File: src/rtl/ff_chain_sequencer.sv
// Flow-controlled N-stage delay chain: words advance only on accepted transfers,
// and a flush command pushes bubbles in until every held word has left.
module ff_chain_sequencer #(
    parameter  int N  = 10,
    parameter  int DW = 4,
    localparam int CW = $clog2(N + 1)
) (
    input  logic          clock,
    input  logic          reset,
    input  logic          in_valid,
    output logic          in_ready,
    input  logic [DW-1:0] in_data,
    output logic          out_valid,
    input  logic          out_ready,
    output logic [DW-1:0] out_data,
    input  logic          flush,
    output logic [CW-1:0] count,
    output logic [1:0]    state,
    output logic          busy
);

    localparam logic [1:0] IDLE  = 2'd0;
    localparam logic [1:0] FILL  = 2'd1;
    localparam logic [1:0] FULL  = 2'd2;
    localparam logic [1:0] FLUSH = 2'd3;

    logic [DW-1:0] dataChain_q [N];
    logic [N-1:0]  validChain_q;
    logic [CW-1:0] count_q, count_d;
    logic [1:0]    state_q, state_d;
    logic          flushing, shift, outXfer;

    // While draining, the chain advances whenever the last stage can move on.
    always_comb begin
        flushing = (state_q == FLUSH);
        in_ready = !flushing && (!validChain_q[N-1] || out_ready);
        shift    = flushing ? (!validChain_q[N-1] || out_ready)
                            : (in_valid && in_ready);
        outXfer  = shift && validChain_q[N-1];

        count_d = count_q;
        if (shift && !flushing && !outXfer) begin
            count_d = count_q + CW'(1);
        end else if (outXfer && flushing) begin
            count_d = count_q - CW'(1);
        end

        state_d = state_q;
        if (!flushing && flush && (count_d != '0)) begin
            state_d = FLUSH;
        end else begin
            case (state_q)
                IDLE:    if (count_d != '0)     state_d = FILL;
                FILL:    if (count_d == CW'(N)) state_d = FULL;
                FLUSH:   if (count_d == '0)     state_d = IDLE;
                default: state_d = state_q;
            endcase
        end
    end

    always_ff @(posedge clock) begin
        if (reset) begin
            for (int i = 0; i < N; i++) begin
                dataChain_q[i] <= '0;
            end
            validChain_q <= '0;
            count_q      <= '0;
            state_q      <= IDLE;
        end else begin
            if (shift) begin
                for (int i = N - 1; i > 0; i--) begin
                    dataChain_q[i] <= dataChain_q[i-1];
                end
                dataChain_q[0] <= flushing ? '0 : in_data;
                validChain_q   <= {validChain_q[N-2:0], !flushing};
            end
            count_q <= count_d;
            state_q <= state_d;
        end
    end

    assign out_data  = dataChain_q[N-1];
    assign out_valid = validChain_q[N-1];
    assign count     = count_q;
    assign state     = state_q;
    assign busy      = (state_q != IDLE);

endmodule
File: config.mk
export PLATFORM = sky130hd
export DESIGN_NAME = ff_chain_sequencer
export DESIGN_NICKNAME = d
export VERILOG_FILES = /design/src/rtl/ff_chain_sequencer.sv
export SDC_FILE = /design/constraint.sdc
export NUM_CORES = 1
export LEC_CHECK = 0
export BUFFER_PORTS_ARGS = -buffer_cell sky130_fd_sc_hd__clkbuf_2
export CAP_MARGIN = 10
export CELL_PAD_IN_SITES_DETAIL_PLACEMENT = 0
export CELL_PAD_IN_SITES_GLOBAL_PLACEMENT = 1
export CORE_ASPECT_RATIO = 0.8
export CORE_UTILIZATION = 40
export CTS_CLUSTER_DIAMETER = 30
export DETAILED_ROUTE_END_ITERATION = 7
export PLACE_DENSITY_LB_ADDON = 0.08
export SLEW_MARGIN = 20
export SYNTH_ARGS = -nofsm -noshare
export SYNTH_HDL_FRONTEND = slang
export SYNTH_SLANG_ARGS = --single-unit
File: constraint.sdc
create_clock -name clock -period 4.5 [get_ports clock]
set_input_delay 0.225 -clock clock [delete_from_list [all_inputs] [get_ports clock]]
set_output_delay 0.225 -clock clock [all_outputs]
set_load 0.02 [all_outputs]
# After elaboration in Yosys (flattened, before gate mapping)
# Memory sizes are Yosys's and may differ from the RTL's.
# Index checks and enable logic that the tools add are counted.
word_totals:
  mem_count: 1
  ramBits: 40
  regBits: 16
  elab_cells: 64
  out_inout_bits: 13
mem_list:
  columns: ["memory", "depth", "word_bits", "read_ports", "rd_clocked_by_memory_dff", "wr", "line", "text"]
  rows:
  - ["dataChain_q", 10, 4, 10, 0, 10, "27", "logic [DW-1:0] dataChain_q [N];"]
op_classes:
  n_addsub: 2
  n_reduce_logical: 18
  mux: 24
  n_eq_ne: 6
  n_bitwise: 10
op_table:
  columns: ["op", "n"]
  rows:
  - ["4-bit two-way mux", 13]
  - ["1-bit bitwise OR", 10]
  - ["1-bit logical AND", 8]
  - ["2-bit two-way mux", 4]
  - ["4-bit nonzero test", 2]
  - ["1-bit two-way mux", 6]
  - ["3-bit inequality test (second input constant)", 2]
  - ["2-bit case mux with 3 select lines", 1]
  - ["4-bit by 1-bit adder with 4-bit output (second input constant)", 1]
  - ["4-bit == test (second input constant)", 1]
  - ["4-bit logical NOT", 1]
  - ["4-bit AND reduction", 1]
  - ["4-bit by 1-bit subtractor with 4-bit output (second input constant)", 1]
  - ["1-bit logical NOT", 3]
  - ["3-bit by 1-bit inequality test with 1-bit output (second input constant)", 1]
  - ["2-bit by 1-bit == test with 1-bit output (second input constant)", 1]
  - ["2-bit == test (second input constant)", 1]
  - ["2-bit logical NOT", 1]
  - ["2-bit nonzero test", 1]
  - ["1-bit logical OR", 1]

# Depth between registers and ports, before layout
# Gate-level depths: netlist of the first run.
logic_depth:
  word_depth: 13
  ltp_mapped: 8
  depth_no_buf: 8

# Least setup slack after synthesis of the first run
# OpenSTA, ideal clock, no wires.
synth_path:
  path_type: "reg2reg"
  startpoint: "register state_q[1], in the netlist state[1]"
  endpoint: "memory dataChain_q[0][0], enable pin"
  slack_ns: 0.304
  setup_ns: 0.495
  t_arrival_ns: 3.701
  period_less_slack_ns: 4.196
  required_time_ns: 4.005
  path_buffers: 0
  path_stages_with_launch: 4
  path_cell_list: "dfxtp_1 > and2_2 > nor2_1 > o21ai_0"
synth_lines:
  columns: ["item", "line", "text"]
  rows:
  - ["from (decl)", "30", "logic [1:0] state_q, state_d;"]
  - ["from (signal assigned)", "78", "state_q <= state_d;"]
  - ["to (decl)", "27", null]

==> summary.md, run 1 <==
| Metric | Value |
|---|---|
| First-pass GRT wire length | `6180 um` |
| TritonCTS Sinks | `56` |
| Chip height | `70.4 um` |
| Final Critical Period | `2.00 ns` |
| Worst supply voltage drop on vdd | `0.180 mV` |
| Worst r2r path cells | `5` |
| CP startpoint kind | `register` |
| Die width | `87.5 um` |
| CP endpoint kind | `register` |
| All-Layer GR Usage | `a little over an eighth` |
| Share of post-route cells with drive strength above 1 | `around 18%` |
| Clock power frac | `29.3%` |
| CP Class | `reg2reg` |
| CP max FO | `36` |
| Area growth syn-to-layout | `12.4%` |
| PortBufs | `21` |
| Sequential area share after synthesis | `around two thirds` |
| WL per Instance | `~13 um` |
| Int Pwr | `817 uW` |
| FF-to-FF End | `dataChain_q[0][10]` |
| Hold crit path type | `in2reg` |
| CTS Buf Count | `5` |
| TritonCTS clock tree | `built` |
| Most common cell after layout, fill and taps aside | `edfxtp_1` |
| Avg Vias per Cell | `5.10` |
| Initial DRT Pass Iterations | `4` |
| Final setup TNS | `0 ns` |
| Crit path from | `state[1]` |
| Logic pwr share | `13.6%` |
| Clk_lat worst skew | `0.30 ns` |
| R2r setup slk | `2.50 ns` |
| Netlist cell types | `34` |
| Synth Area in Adders | `1.07%` |
| Pleak | `0.00118 uW` |
| Cell count after synthesis | `187` |
| Rel. slew slack | `40.5%` |
| Die Area | `6160 um2` |
| # H-tree levels | `2` |
| Largest net degree at the start of global routing | `41` |
| Max Slew Vio Count | `0` |
| RSZ-0062 raised after global routing | `no` |
| CTS resizes | `0` |
| Cell Area, Synth | `2340 um2` |
| Status | `finished clean` |
| Min-delay src | `in_data[3]` |
| Num rows | `24` |
| Mapped Nets | `198` |
| Global route total overflow | `0` |
| Cts hold-fix bufs | `0` |
| Most frequent cells in the layout | `edfxtp_1 (40), and3_1 (37), clkbuf_2 (21), nor2_1 (19), dfxtp_1 (16)` |
| GPL Wtd Cong | `0.758` |
| Critical Path AT | `2.17 ns` |
| # setup viols final | `0` |
| Flops & latches, synth | `56` |
| Clock-pin slew on the worst setup and hold paths | `0.09 ns` |
| # diodes | `0` |
| Simple-Gate Fraction of Synth Area | `about 18%` |
| DR vias | `1444` |
| Largest buffer count on any clock path | `2` |
| Starting DRT DRC Count | `65` |
| Fin crit share | `44.4%` |
| Switching power | `265 uW` |
| Post-synthesis xor/xnor area fraction | `1.44%` |
| Initial antenna violation count | `0` |
| Syn avg cell area | `12.5 um2` |
| Placed wire-length estimate | `2360 um` |
| DRT antenna net count | `0` |
| Tightest Pin Transition | `0.891 ns` |
| # IOs | `22` |
| Core area | `5560 um2` |
| Final Worst Setup Slack | `approximately 2.5 ns` |
| RR Startpoint | `state[1]` |
| Flop pwr share | `57.0%` |
| Number of global-route vias before repair | `1357` |
| Final-report hold violation count | `0` |
| Setup Slack @ Placement | `2.35 ns` |
| Initial Utilization | `between 40% and 50%` |
| Synth Area in Compound Gates | `5.83%` |
| Clk_skew | `around 0.0082 ns` |
| DRC | `0` |
| Synth warn | `0` |
| Nets | `215` |
| Setup repair bufs after CTS | `0` |
| Max-Cap Viols | `0` |
| Hold EP | `dataChain_q[0][3]` |
| Post-synthesis mux area share | `approximately 4.3%` |
| Sw Share | `24.5%` |
| CTS Root Buffer Type | `clkbuf_8` |
| Power per cell area | `411 nW/um2` |
| Wirelength, routed | `between 3000 and 4000 um` |
| Worst Path Required | `about 4.7 ns` |
| Largest family of logic cells by synthesized area | `simple AND/OR/NAND/NOR gates` |
| Max Fclk | `500 MHz` |
| Cells on Worst Hold Path | `2` |
==> critical path, cell delays in order, from the launching register on <==
cell     delay (ns)
dfxtp_1        0.48
and2_2         0.23
nor2_1         0.08
nor2_2         0.47
buf_4          0.40
and3_1         0.20
==> cells in the mapped netlist (all sizes together) <==
library cell	instances	share of area, %
a221oi	1	0.37
a31oi	1	0.27
a32o	1	0.43
a32oi	2	0.75
and2	8	2.2
and3	37	9.9
and4	1	0.43
buf	5	1.5
clkbuf	8	1.3
dfxtp	16	14
edfxtp	40	51
ha	2	1.1
inv	7	1.1
mux2i	10	4.3
nand2	5	0.80
nand2b	1	0.27
nand3	2	0.43
nand4	1	0.27
nor2	20	3.3
nor2b	2	0.53
o2111ai	1	0.37
o211a	1	0.43
o211ai	1	0.32
o21ai	7	1.5
o21bai	1	0.32
o311ai	1	0.37
o32ai	1	0.70
or2	1	0.27
xnor2	1	0.37
xor2	2	1.1
==> cell families (layout without fill, tap and decap cells) <==
family          Yosys count  count (layout)
mux                      10              10
xor+xnor                  3               3
fa+ha+maj                 2               2
buf+inv                  20              38
compound gates           18              18
flops                    56              56
simple gates             78              78
==> layer usage <==
| metal | global-route usage (%) | wire length [um] |
|---|---|---|
| met1 | 17.9 | 1850 |
| met2 | 19.7 | 1600 |
| met3 | 3.90 | 142 |
| met4 | 5.46 | 61 |
| met5 | 0 | 0 |
==> worst max-delay path by stage <==
stage / end / slack [ns] / depth (start not counted)
final: dataChain_q[0][10] / 2.50 / 5
after global routing: dataChain_q[0][32] / 2.32 / 5
after CTS: dataChain_q[0][10] / 2.45 / 5
after detailed placement: dataChain_q[0][34] / 2.35 / 4
after global placement: dataChain_q[0][6] / 2.41 / 3
after floorplan: dataChain_q[0][0] / 0.30 / 3
==> power groups by stage <==
stage | combinational, uW | clock, uW | sequential [uW]
after floorplan | 98.9 | 0 | 635
after global placement | 140 | 0 | 628
after detailed placement | 148 | 0 | 630
after CTS | 149 | 329 | 618
after global routing | 164 | 348 | 624
final | 147 | 317 | 617
==> final cells by class <==
type,count,area (um2)
clock buffers,7,76.3
flip-flops and latches,56,1520
well taps,78,97.6
fillers,511,2930
inverters,7,26.3
multi-input cells,111,738
repair buffers,23,140
clock inverters,1,30.0
==> sequential cells by signal, summed over array words and instances (netlist names) <==
signal,flops
state,2
dataChain_q,40
validChain_q,10
count,4
==> through the flow <==
step	hold WS, ns	area [um2]	total power, uW	instances	util [%]
after floorplan	0.297	2340	734	187	-
after global placement	0.451	2500	769	274	44.9
after detailed placement	0.452	2520	778	275	45.4
after CTS	0.190	2630	1100	283	47.3
after global routing	0.191	2630	1140	283	47.3
final	0.197	2630	1080	283	47.3
(Power assumes the default switching activity.)
==> run 2: changes to the inputs <==
==> constraint.sdc (replaced) <==
create_clock -name clock -period 2 [get_ports clock]
set_input_delay 0.1 -clock clock [delete_from_list [all_inputs] [get_ports clock]]
set_output_delay 0.1 -clock clock [all_outputs]
set_load 0.02 [all_outputs]
==> run 2 against run 1 <==
Against the previous run: non-clock buffer count increased by 2; power increased by 110%; highest routed layer unchanged; critical path type unchanged; worst setup slack lost 2.3 ns; flip-flop and latch count unchanged; via count is 1.6% lower; critical path depth up 2; global-route usage is 0.59 points lower.
==> summary.md, run 2 (synthesis gave the netlist of run 1 again) <==
| Metric | Value |
|---|---|
| Worst stage delay on the critical path | `0.49 ns (about the same)` |
| Power per cell area | `883 nW/um2 (+110%)` |
| Cell with the largest stage delay on the worst path | `dfxtp_1` |
| Die Area | `6160 um2 (unchanged)` |
| Max reg flops | `40 (unchanged)` |
| Max-Cap Viols | `0 (unchanged)` |
| Worst r2r path cells | `7 (+2)` |
| Initial antenna violation count | `0 (unchanged)` |
| R2r setup slk | `0.18 ns (-2.32 ns)` |
| Max Fclk | `549 MHz (+9.7%)` |
| All-Layer GR Usage | `12.6% (-0.59 points)` |
| Max Slew Vio Count | `0 (unchanged)` |
| # diodes | `0 (unchanged)` |
| Share of post-route cells with drive strength above 1 | `18.4% (+0.80 points)` |
| Crit path cell chain | `inv_1, ha_1, nor2_1, a32o_1, nand2_1, o311ai_0, a31oi_1` |
| Fin crit share | `91.1% (+47 points)` |
| CP Class | `reg2reg` |
| DR vias | `1421 (-1.6%)` |
| PortBufs | `21 (unchanged)` |
| WL per Instance | `12.7 um (-1.4%)` |
| Area growth syn-to-layout | `11.8%` |
| Clk_lat worst skew | `0.31 ns (about the same)` |
| Setup repair bufs after CTS | `0 (unchanged)` |
| Hold crit path type | `in2reg` |
| Hold_ws | `0.0650 ns (-0.132 ns)` |
| GPL Wtd Cong | `0.745 (-1.7%)` |
| # IOs | `22 (unchanged)` |
| # H-tree levels | `2 (unchanged)` |
| # setup viols final | `0 (unchanged)` |
| RR Startpoint | `count[0]` |
| Post-route cell area | `2620 um2 (-0.57%)` |
| Num rows | `24 (unchanged)` |
| CTS Buf Count | `5 (unchanged)` |
| Worst supply voltage drop on vdd | `0.396 mV (+120%)` |
| Chip height | `70.4 um (unchanged)` |
| Status | `finished clean` |
| Avg Vias per Cell | `4.99 (-2.3%)` |
| Initial DRT Pass Iterations | `4 (unchanged)` |
| CP startpoint kind | `register` |
| TritonCTS Sinks | `56 (unchanged)` |
| Area after DPL | `2530 um2 (+0.30%)` |
| CP endpoint | `state[1]` |
| Critical Path AT | `2.00 ns (-0.17 ns)` |
| Biggest register | `dataChain_q` |
| Clk_skew | `0.00811 ns (-0.000129 ns)` |
| CP endpoint kind | `register` |
| DRT antenna net count | `0 (unchanged)` |
| Nets | `217 (+0.93%)` |
| Final setup TNS | `0 ns (unchanged)` |
| DRC | `0 (unchanged)` |
| Largest buffer count on any clock path | `2 (unchanged)` |
| PnR Total Power | `2310 uW (+110%)` |
| CP max FO | `8 (-78%)` |
| Final Critical Period | `1.82 ns (-0.177 ns)` |
| First-pass GRT wire length | `5950 um (-3.6%)` |
| Most frequent cells in the layout | `edfxtp_1 (40), and3_1 (37), clkbuf_2 (21), nor2_1 (19), dfxtp_1 (16)` |
| CTS Root Buffer Type | `clkbuf_8` |
| Wirelength, routed | `3630 um (-0.74%)` |
| Tightest Pin Transition | `0.378 ns (-0.513 ns)` |
| Crit path from | `count[0]` |
| TritonCTS clock tree | `built` |
| Global route total overflow | `0 (unchanged)` |
| FF-to-FF End | `state[1]` |
| Most common cell after layout, fill and taps aside | `edfxtp_1` |
| Starting DRT DRC Count | `103 (+58%)` |
| Core area | `5560 um2 (unchanged)` |
| RSZ-0062 raised after global routing | `no` |
| Initial Utilization | `42.1% (unchanged)` |
| Largest net degree at the start of global routing | `42 (+2.4%)` |
| Cts hold-fix bufs | `0 (unchanged)` |
| Number of global-route vias before repair | `1315 (-3.1%)` |
| CTS resizes | `0 (unchanged)` |
| Die width | `87.5 um (unchanged)` |
| Worst Path Required | `2.18 ns (-2.49 ns)` |
| Pleak | `0.00117 uW (-0.62%)` |
| Placed Cells incl. Taps | `277 (+0.73%)` |
| Placed wire-length estimate | `2300 um (-2.8%)` |
| Clock-pin slew on the worst setup and hold paths | `0.10 ns (about the same)` |
| Rel. slew slack | `74.7% (+34 points)` |
| Post-Layout Cell Count | `285 (+0.71%)` |
| Final-report hold violation count | `0 (unchanged)` |
run 2: cell count changes in the layout (fill, tap and decap cells not counted):
cell / before / now
clkbuf_1: 2 / 1
buf_16: 1 / 0
clkinv_1: 0 / 1
clkinvlp_4: 0 / 1
buf_12: 0 / 1
buf_4: 1 / 3
bufinv_16: 1 / 0
run 2: stage by stage:
stage,util [%],setup WS [ns]
CTS,47.1,0.192
floorplan,-,0.0687
detailed placement,45.6,0.206
global placement,45.6,0.312
global route,47.1,0.0977
finish,47.1,0.179
run 2: layout make-up:
| class | count | area [um2] |
|---|---|---|
| inverters | 7 | 26.3 |
| clock buffers | 6 | 72.6 |
| flip-flops and latches | 56 | 1520 |
| fillers | 508 | 2940 |
| well taps | 78 | 97.6 |
| multi-input cells | 111 | 738 |
| clock inverters | 2 | 11.3 |
| repair buffers | 25 | 148 |
run 2: where the power goes:
part	internal [uW]	leakage [uW]	total (uW)	switching, uW
Sequential	1340	0.000575	1390	51.6
Clock	244	0.0000388	592	348
Combinational	124	0.000559	326	203
Total	1710	0.00117	2310	602
run 2: how the worst min path moves through the flow:
| stage | cells after the start | end | slack (ns) | from |
|---|---|---|---|---|
| global route | 2 | dataChain_q[0][0] | 0.05 | in_data[0] |
| global placement | 2 | dataChain_q[0][3] | 0.38 | in_data[3] |
| CTS | 2 | dataChain_q[0][3] | 0.06 | in_data[3] |
| floorplan | 1 | validChain_q[7] | 0.17 | reset |
| detailed placement | 2 | dataChain_q[0][3] | 0.38 | in_data[3] |
| finish | 2 | dataChain_q[0][0] | 0.06 | in_data[0] |
run 2: metal layers:
metal	GRT usage, %	part of all wire (%)	up-vias
li1	-	-	710
met1	16.6	50	673
met2	19.0	43	30
met3	3.66	4.6	8
met4	6.01	1.9	0
met5	0	0	-
run 2: worst max-delay path, delay by kind of cell (launching register included):
family | cells | cell delay, ns
buf+inv | 1 | 0.08
compound gates | 3 | 0.60
fa+ha+maj | 1 | 0.33
flops | 1 | 0.49
simple gates | 2 | 0.21
==> run 3: changes to the inputs <==
--- a/config.mk
+++ b/config.mk
@@ -11,6 +11,7 @@
 export CELL_PAD_IN_SITES_GLOBAL_PLACEMENT = 1
 export CORE_ASPECT_RATIO = 0.8
 export CORE_UTILIZATION = 40
+export CTS_BUF_LIST = sky130_fd_sc_hd__clkbuf_4
 export CTS_CLUSTER_DIAMETER = 30
 export DETAILED_ROUTE_END_ITERATION = 7
 export PLACE_DENSITY_LB_ADDON = 0.08
==> run 3 against run 2 <==
Against the previous run: sequential share of layout area down 0.28 points; cell area up 0.48%; sequential power about the same; non-clock buffer count up 4; critical path type unchanged.
==> summary.md, run 3 (synthesis gave the netlist of run 1 again) <==
| Metric | Value |
|---|---|
| Max reg flops | `40 (unchanged)` |
| Setup repair bufs after CTS | `0 (unchanged)` |
| DRC | `0 (unchanged)` |
| Largest net degree at the start of global routing | `42 (unchanged)` |
| WL per Instance | `12.5 um (-1.8%)` |
| GPL Wtd Cong | `0.745 (unchanged)` |
| Largest buffer count on any clock path | `2 (unchanged)` |
| Starting DRT DRC Count | `115 (+12%)` |
| Global route total overflow | `0 (unchanged)` |
| Initial DRT Pass Iterations | `4 (unchanged)` |
| FF-to-FF End | `state[1]` |
| CTS Buf Count | `5 (unchanged)` |
| CTS resizes | `0 (unchanged)` |
| Critical Path AT | `2.07 ns (+0.07 ns)` |
| RSZ-0062 raised after global routing | `no` |
| PortBufs | `21 (unchanged)` |
| Die width | `87.5 um (unchanged)` |
| Clk_skew | `0.00890 ns (+0.000792 ns)` |
| PnR Total Power | `2200 uW (-4.8%)` |
| Crit path cell chain | `inv_1, ha_1, nor2_1, a32o_1, nand2_1, o311ai_0, a31oi_1` |
| CP Class | `reg2reg` |
| # diodes | `0 (unchanged)` |
| Crit path from | `count[0]` |
| Clk_lat worst skew | `0.36 ns (+0.05 ns)` |
| Pleak | `0.00118 uW (+0.61%)` |
| Worst stage delay on the critical path | `0.51 ns (+0.02 ns)` |
| # IOs | `22 (unchanged)` |
| Min-delay src | `flush` |
| Worst Path Required | `2.25 ns (+0.07 ns)` |
| CP endpoint kind | `register` |
| Hold_ws | `0.0241 ns (-0.0409 ns)` |
| Hold crit path type | `in2reg` |
| All-Layer GR Usage | `12.3% (-0.35 points)` |
| Setup Slack @ Placement | `0.206 ns (unchanged)` |
| Placed wire-length estimate | `2300 um (unchanged)` |
| Cts hold-fix bufs | `4 (+4)` |
| Share of post-route cells with drive strength above 1 | `18.5% (+0.13 points)` |
| Area growth syn-to-layout | `12.3%` |
| Final Worst Setup Slack | `0.181 ns (+0.00229 ns)` |
| Worst r2r path cells | `7 (unchanged)` |
| Max-Cap Viols | `0 (unchanged)` |
| Max Slew Vio Count | `0 (unchanged)` |
| Worst supply voltage drop on vdd | `0.408 mV (+3.2%)` |
| Most common cell after layout, fill and taps aside | `edfxtp_1` |
| Status | `finished clean` |
| Wirelength, routed | `3620 um (-0.44%)` |
| DRT antenna net count | `0 (unchanged)` |
| Tightest Pin Transition | `0.378 ns (-0.000703 ns)` |
| CP max FO | `8 (unchanged)` |
| RR Startpoint | `count[0]` |
| # setup viols final | `0 (unchanged)` |
| # H-tree levels | `2 (unchanged)` |
| Most frequent cells in the layout | `edfxtp_1 (40), and3_1 (37), clkbuf_2 (21), nor2_1 (19), dfxtp_1 (16)` |
| CP startpoint kind | `register` |
| CP endpoint | `state[1]` |
| Final-report hold violation count | `0 (unchanged)` |
| Fin crit share | `90.9% (-0.11 points)` |
| Chip height | `70.4 um (unchanged)` |
| Num rows | `24 (unchanged)` |
| Cell with the largest stage delay on the worst path | `dfxtp_1` |
| Core area | `5560 um2 (unchanged)` |
| Final setup TNS | `0 ns (unchanged)` |
| First-pass GRT wire length | `5910 um (-0.69%)` |
| Max Fclk | `550 MHz (+0.13%)` |
| Clock-pin slew on the worst setup and hold paths | `0.14 ns (+0.04 ns)` |
| Number of global-route vias before repair | `1345 (+2.3%)` |
| TritonCTS Sinks | `56 (unchanged)` |
| TritonCTS clock tree | `built` |
| Avg Vias per Cell | `4.94 (-0.97%)` |
| Initial antenna violation count | `0 (unchanged)` |
| Biggest register | `dataChain_q` |
| Power per cell area | `836 nW/um2 (-5.3%)` |
| Initial Utilization | `42.1% (unchanged)` |
| DR vias | `1427 (+0.42%)` |
| R2r setup slk | `0.18 ns (about the same)` |
| Rel. slew slack | `74.8% (about the same)` |
| Nets | `221 (+1.8%)` |
| CTS Root Buffer Type | `clkbuf_4` |
| Die Area | `6160 um2 (unchanged)` |
| Final Critical Period | `1.82 ns (-0.00229 ns)` |
-- run 3: cell types whose count changed in the layout (fill, tap and decap cells not counted), sizes merged --
cell         change
dlygate4sd3      +4
-- run 3: power breakdown --
part	internal, uW	switching, uW	leakage [uW]
clock network	148	326	0.0000293
logic	129	204	0.000576
registers	1340	52.1	0.000575
-- run 3: how the worst min path moves through the flow --
| stage | endpoint | slack, ns | depth (start not counted) |
|---|---|---|---|
| after floorplan | validChain_q[7] | 0.17 | 1 |
| after global placement | dataChain_q[0][3] | 0.38 | 2 |
| after detailed placement | dataChain_q[0][3] | 0.38 | 2 |
| after CTS | state[1] | 0.0007 | 3 |
| after global routing | state[1] | 0.03 | 3 |
| final | state[1] | 0.02 | 3 |
-- run 3: final cells by class --
cell class / instances / area, um2
Clock inverter: 2 / 11.3
Sequential cell: 56 / 1520
Timing Repair Buffer: 29 / 188
Multi-Input combinational cell: 111 / 738
Tap cell: 78 / 97.6
Clock buffer: 6 / 45.0
Fill cell: 513 / 2930
Inverter: 7 / 26.3
-- run 3: metal layers --
layer  part of all wire [%]  vias up  GRT usage [%]
met1                     50      677           16.0
met5                      0        -              0
li1                       -      720              -
met2                     45       25           19.5
met3                    3.8        5           3.31
met4                    1.1        0           4.37
-- run 3: worst max-delay path: cells and delay by family, from the launching register on --
family / cells / cell delay [ns]
compound gates: 3 / 0.59
fa+ha+maj: 1 / 0.33
buf+inv: 1 / 0.08
flops: 1 / 0.51
simple gates: 2 / 0.21
-- run 3: stage by stage --
step	utilization [%]	cell area, um2	cells
detailed placement	45.6	2530	277
floorplan	-	2350	187
global placement	45.6	2530	277
global route	47.3	2630	289
CTS	47.3	2630	289
finish	47.3	2630	289
